--- src/rtl/if_fetch_stage.sv ---
// if_fetch_stage: instruction-fetch stage of the 5-stage RISC-V pipeline.
// Owns the PC, issues one word fetch at a time to instruction memory and
// presents the fetched instruction to the IF/ID pipeline register. It handles
// stalls from the hazard unit and PC redirects from branch/jump resolution.
// A response that belongs to a redirected (stale) fetch is dropped.
//
// Ports:
//   clk, rst          clock and synchronous active-high reset
//   if_id_regwrite    IF/ID captures this cycle (0 = stall)
//   redirect_valid    redirect the PC to redirect_pc this cycle
//   redirect_pc       redirect target (low two bits ignored)
//   imem_req_*        fetch request (valid/ready, word-aligned address)
//   imem_resp_*       fetch response (valid, instruction word)
//   pcF, InstF, pc4F  PC, instruction and PC+4 handed to IF/ID
//   validF            InstF holds a real fetched instruction
//
// state | meaning
// ------+-------------------------------------------------------------
// REQ   | request for pc is being presented to memory
// WAIT  | request accepted, waiting for its response
// HOLD  | instruction held in inst_q, waiting for IF/ID to take it
// DRAIN | request accepted but redirected; dropping its response

module if_fetch_stage #(
  parameter logic [31:0] RESET_PC = 32'h0000_0000,
  parameter logic [31:0] NOP_INST = 32'h0000_0013
) (
  input  logic        clk,
  input  logic        rst,
  input  logic        if_id_regwrite,
  input  logic        redirect_valid,
  input  logic [31:0] redirect_pc,
  output logic        imem_req_valid,
  output logic [31:0] imem_req_addr,
  input  logic        imem_req_ready,
  input  logic        imem_resp_valid,
  input  logic [31:0] imem_resp_data,
  output logic [31:0] pcF,
  output logic [31:0] InstF,
  output logic [31:0] pc4F,
  output logic        validF
);

  typedef enum logic [1:0] {
    S_REQ   = 2'd0,
    S_WAIT  = 2'd1,
    S_HOLD  = 2'd2,
    S_DRAIN = 2'd3
  } state_t;

  state_t      state;
  logic [31:0] pc;
  logic [31:0] inst_q;
  logic [31:0] target_pc;
  logic        req_fire;

  assign target_pc = {redirect_pc[31:2], 2'b00};
  assign req_fire  = (state == S_REQ) && imem_req_ready;

  always_ff @(posedge clk) begin
    if (rst) begin
      state  <= S_REQ;
      pc     <= RESET_PC;
      inst_q <= NOP_INST;
    end else begin
      case (state)
        S_REQ: begin
          // A redirect without a handshake just retargets the pending request.
          if (redirect_valid) begin
            pc <= target_pc;
            if (req_fire) state <= S_DRAIN;
          end else if (req_fire) begin
            state <= S_WAIT;
          end
        end
        S_WAIT: begin
          if (redirect_valid) begin
            pc    <= target_pc;
            // If the stale response lands this same cycle, nothing is left in flight.
            state <= imem_resp_valid ? S_REQ : S_DRAIN;
          end else if (imem_resp_valid) begin
            inst_q <= imem_resp_data;
            state  <= S_HOLD;
          end
        end
        S_DRAIN: begin
          if (redirect_valid) pc <= target_pc;
          if (imem_resp_valid) state <= S_REQ;
        end
        S_HOLD: begin
          if (redirect_valid) begin
            pc    <= target_pc;
            state <= S_REQ;
          end else if (if_id_regwrite) begin
            pc    <= pc + 32'd4;
            state <= S_REQ;
          end
        end
        default: state <= S_REQ;
      endcase
    end
  end

  assign imem_req_valid = (state == S_REQ);
  assign imem_req_addr  = pc;
  assign pcF            = pc;
  assign pc4F           = pc + 32'd4;
  assign validF         = (state == S_HOLD);
  assign InstF          = validF ? inst_q : NOP_INST;

endmodule

--- config.mk ---
export PLATFORM = sky130hd
export DESIGN_NAME = if_fetch_stage
export DESIGN_NICKNAME = d
export VERILOG_FILES = /design/src/rtl/if_fetch_stage.sv
export SDC_FILE = /design/constraint.sdc
export NUM_CORES = 1
export LEC_CHECK = 0
export CAP_MARGIN = 20
export CORE_MARGIN = 5
export CORE_UTILIZATION = 41
export CTS_CLUSTER_DIAMETER = 60
export DETAILED_ROUTE_END_ITERATION = 8
export GPL_TIMING_DRIVEN = 1
export PLACE_DENSITY = 0.86
export SLEW_MARGIN = 0
export SYNTH_ARGS = -nofsm -noshare
export SYNTH_HDL_FRONTEND = slang
export SYNTH_SLANG_ARGS = --single-unit
--- constraint.sdc ---
create_clock -name clk -period 3.3 [get_ports clk]
set_input_delay 0.99 -clock clk [delete_from_list [all_inputs] [get_ports clk]]
set_output_delay 0.99 -clock clk [all_outputs]
set_load 0.1 [all_outputs]
# Word level (Yosys, flattened, before mapping)

Index checks and enable logic that the tools add are counted.

Add/subtract/negate cells: 1
Multipliers: 0
Div/mod/pow operators: 0
$lt $le $gt $ge: 0
Equality and inequality tests: 8
Shifts and indexed selects: 0
Muxes and demuxes: 15
Bitwise operators: 1
Reduce and logical (&&, ||, !) cells: 6

Operators by type and width:

| kind                                                            | count |
|---|---|
| 32-bit two-way mux                                              | 4 |
| 32-bit case mux with 2 select lines                             | 1 |
| 32-bit by 3-bit adder with 32-bit output, second input constant | 1 |
| 2-bit two-way mux                                               | 9 |
| 2-bit case mux with 4 select lines                              | 1 |
| 3-bit != test, second input constant                            | 2 |
| 2-bit == test, second input constant                            | 2 |
| 2-bit by 1-bit != test with 1-bit output, second input constant | 2 |
| 4-bit AND reduction                                             | 1 |
| 3-bit AND reduction                                             | 1 |
| 3-bit OR reduction                                              | 1 |
| 2-bit by 1-bit == test with 1-bit output, second input constant | 1 |
| 2-bit logical NOT                                               | 1 |
| 2-bit != test, second input constant                            | 1 |
| 2-bit AND reduction                                             | 1 |
| 1-bit logical AND                                               | 1 |
| 1-bit NOT                                                       | 1 |

Bits in registers: 66
Latch bits: 0
Memory bits (writable): 0
ROM bits: 0
Bits of input ports: 70
Output and inout port bits: 130
Word-level logic and storage cells: 34
Memories: 0

# Depth between registers and ports, before layout

Depth after elaboration: 5
Gate-level depth with buffers: 7
Depth with buffers taken out: 5

# Least setup slack after synthesis

Ideal clock, no wire load.

Path type: reg2out
Start: reg pc[4], in the netlist imem_req_addr[4]
End: out pc4F[27]
Arrival: 4.016 ns
Required time: 2.310 ns
Path slack: -1.706 ns
Cell stages (with the launch flop): 7
Buffers on the path: 2
Cells stage by stage: dfxtp_1 > buf_2 > nand4_4 > or4_4 > buf_2 > nor4_1 > xor2_1

Longest elaborated chain between the ends: 1

Ends and longest elaborated chain:

| what                                     | RTL line | RTL |
|---|---|---|
| start, declared                          | 52       | `logic [31:0] pc;` |
| start signal, assigned                   | 70       | `pc <= target_pc;` |
| start signal, assigned                   | 78       | `pc <= target_pc;` |
| start signal, assigned                   | 87       | `if (redirect_valid) pc <= target_pc;` |
| 32-bit by 3-bit adder with 32-bit output | 107      | `assign pc4F = pc + 32'd4;` |
| end, declared                            | 40       | `output logic [31:0] pc4F,` |

Every way passes these cells.

# Worst setup path after layout

Start: reg pc[7], in the netlist imem_req_addr[7]
End: out pc4F[27]

Same word-level chain as after synthesis.

==> flow_summary.json <==
{
  "outcome": "finished, final reports clean",
  "postSynth.topFlopCell": "sky130_fd_sc_hd__dfxtp_1",
  "clk_path_buf_depth": 2,
  "power_leakage_nw": 2.82,
  "post_dp_area_sq_mm": 0.00667,
  "holdPathStages": 2,
  "max_slew.worst_pin.slew_ns": 0.664,
  "ir_drop_uv": 346,
  "critPathArrivalTime_ns": 2.29,
  "cts_buffers": 9,
  "yosys.area.top_type_share_pct": 32.5,
  "grtUsageTotal_pct": 23.9,
  "fp.coreArea_sq_mm": 0.00933,
  "layout-drive-gt1-share_pct": 37.3,
  "min-delay-start": "inst_q[12]$_SDFFE_PP0P_",
  "areaGrowthSynthToFinish_pct": 81.2,
  "synthesized_flop_and_latch_total": 64,
  "netlist_top_cells_area": "sky130_fd_sc_hd__dfxtp_1, sky130_fd_sc_hd__nand2_1, sky130_fd_sc_hd__buf_4",
  "antennaDiodeCount": 0,
  "final_nets": 765,
  "synth_cells": 527,
  "yosys.area_share.simple_pct": 31.3,
  "critical_path.startpoint_type": "register",
  "synth_area_sq_mm": 0.00395,
  "floorplan.initialDensity_pct": 42.3,
  "detail_route.wl_per_cell_um": 17.5,
  "top_level_ports": 200,
  "yosys.area_share.adder_pct": 0.317,
  "synth.lib_cells_used.distinct": 49,
  "place.port_buffers": 191,
  "die_h_um": 108,
  "post_route_worst_hold_slack_ns": 0.451,
  "drc": 0,
  "relSlewSlack_pct": 55.4,
  "ant_nets": 0,
  "grt_first_pass_wirelength_um": 22200,
  "max_freq_mhz": 305,
  "timing.final.crit_period_ns": 3.28,
  "timing.max_cap.violations": 0,
  "cts.sink_count": 64,
  "yosys.area_share.xor_xnor_pct": 8.43,
  "cts-root-buf": "sky130_fd_sc_hd__clkbuf_8",
  "finalClockSkew_ns": 0.00621,
  "worst_skew_pair.late_latency_ns": 0.34,
  "worstHoldPathType": "reg -> reg",
  "grt_start_max_net_pins": 42,
  "finalHoldViolCount": 0,
  "rr_startpoint": "imem_req_addr[3]$_SDFFE_PP0P_",
  "grt_pass1_vias": 4304,
  "num_rows": 35,
  "yosys-mux-area-fraction_pct": 0.285,
  "synth-seq-area-share_pct": 32.5,
  "cts_htree_levels": 3,
  "drt_first_pass_iters": 4,
  "dpl.hpwl_um": 10700,
  "routed_wirelength_um": 14500,
  "setup_violations": 0,
  "power_density_mw_per_mm2": 377,
  "viasPerCell": 5.40,
  "die_area_sq_mm": 0.0117,
  "post-route-period-util_pct": 99.4,
  "synth_enable_flop_cells": 0,
  "regToRegEndpoint": "imem_req_addr[22]$_SDFFE_PP0P_",
  "reg2reg_slack_ns": 0.97,
  "path_clk_slew_ns": 0.08,
  "first_iter_violations": 240,
  "globalplace.congestion": 0.843,
  "synthArstFlopShare_pct": 0,
  "worstHoldEndpoint": "inst_q[12]$_SDFFE_PP0P_",
  "grt_antenna_before_repair": 0,
  "post_synth_most_frequent_cells": "sky130_fd_sc_hd__nand2_1, sky130_fd_sc_hd__dfxtp_1, sky130_fd_sc_hd__nor2_1, sky130_fd_sc_hd__buf_4, sky130_fd_sc_hd__a21oi_1",
  "rsz0062_at_grt": "true",
  "setup.worst_path.end_class": "output port",
  "cp_data_required_time_ns": 2.31,
  "grt_overflow": 0,
  "vias": 4469,
  "main_combinational_cell_family_by_area_after_synthesis": "simple AND/OR/NAND/NOR gates",
  "final_max_slew_viol_count": 0,
  "most_area_hungry_cell_type_in_the_yosys_netlist": "sky130_fd_sc_hd__dfxtp_1",
  "tritoncts": "done",
  "yosys.cell_count.top_type": "sky130_fd_sc_hd__nand2_1",
  "setup_total_negative_slack_ns": 0,
  "timing_worst_setup_path_type": "reg -> out",
  "reg2reg_depth": 6,
  "synth_compound_gate_area_share_pct": 14.5,
  "final_instance_area_sq_mm": 0.00715,
  "maximum_fanout_along_the_worst_path": 7,
  "synth.yosys.warnings": 0,
  "syn_avg_cell_area_sq_um": 7.49,
  "die_x_um": 108
}
==> area by class of cell <==
class | count | area (sq um)
fill | 595 | 2180
clock inverter | 4 | 23.8
tap | 129 | 161
sequential | 64 | 1380
timing repair buffer | 231 | 2620
inverter | 13 | 48.8
multi-input combinational | 375 | 2740
clock buffer | 12 | 178
==> flip-flops by register name, summed over array words and instances (netlist names) <==
name / cells
imem_req_addr: 30
inst_q: 32
state: 2
==> cells in the final DEF (no fill, tap or decap), types with 11 or more instances in the layout <==
master	netlist	routed
sky130_fd_sc_hd__nand2_1	89	88
sky130_fd_sc_hd__buf_4	37	107
sky130_fd_sc_hd__and2_1	29	29
sky130_fd_sc_hd__dfxtp_1	64	35
sky130_fd_sc_hd__nor2_1	39	36
sky130_fd_sc_hd__inv_1	12	12
sky130_fd_sc_hd__a21oi_1	36	36
sky130_fd_sc_hd__clkdlybuf4s50_1	0	66
sky130_fd_sc_hd__dfxtp_4	0	25
sky130_fd_sc_hd__a211oi_1	11	11
sky130_fd_sc_hd__nand4_1	11	11
sky130_fd_sc_hd__buf_12	0	56
==> routing by layer <==
metal / routed length (um) / track usage, %
met1: 5310 / 27.2
met2: 7390 / 42.7
met3: 1160 / 4.96
met4: 607 / 10.8
met5: 0 / 0
==> through the flow <==
step                      total power (W)  utilization (%)  setup slack, ns  cells
after floorplan                   0.00173                -           -0.121    532
after global placement            0.00199             71.5            0.287    784
after detailed placement          0.00200             71.5            0.251    784
after CTS                         0.00268             74.1          0.00399    801
after global routing              0.00278             76.7          -0.0686    828
final                             0.00269             76.7           0.0191    828
==> logic make-up after synthesis <==
kind of cell               count (synthesis)
buffers and inverters                     93
and+or+nand+nor                          242
xor gates and xnor gates                  38
other                                      1
muxes                                      1
DFF                                       64
adders and majority gates                  1
AOI/OAI and AO/OA                         87
==> worst max path at each step <==
stage / from / end / cells after the start / slack, ns
after CTS: imem_req_addr[6]$_SDFFE_PP0P_ / pc4F[27] / 5 / 0.004
after global routing: imem_req_addr[3]$_SDFFE_PP0P_ / pc4F[27] / 5 / -0.07
after global placement: if_id_regwrite / imem_req_addr[22]$_SDFFE_PP0P_ / 5 / 0.29
after detailed placement: if_id_regwrite / imem_req_addr[22]$_SDFFE_PP0P_ / 5 / 0.25
final: imem_req_addr[7]$_SDFFE_PP0P_ / pc4F[27] / 5 / 0.02
after floorplan: imem_req_addr[4]$_SDFFE_PP0P_ / pc4F[27] / 6 / -0.12
==> report_power, final <==
group / switching [W] / total, W / internal (W)
Clock: 0.000319 / 0.000681 / 0.000362
Combinational: 0.000800 / 0.00113 / 0.000328
Sequential: 0.0000783 / 0.000884 / 0.000805
Total: 0.00120 / 0.00269 / 0.00150
==> worst max-delay path: stages (launching register included) <==
cell and delay [ns]:
sky130_fd_sc_hd__dfxtp_4 0.40, sky130_fd_sc_hd__nand3_2 0.13, sky130_fd_sc_hd__or4_4 0.59, sky130_fd_sc_hd__nor4_4 0.41
sky130_fd_sc_hd__xor2_4 0.22, sky130_fd_sc_hd__buf_12 0.20
==> what timing repair did <==
item / 4_1_cts / 5_1_grt
hold buffers: 0 / 0
setup buffers: 1 / 26
cloned: 0 / 0
gates resized for setup: 4 / 4
setup endpoints to repair: 8 / 8
pin swaps: 1 / 7
(Power assumes the default switching activity.)
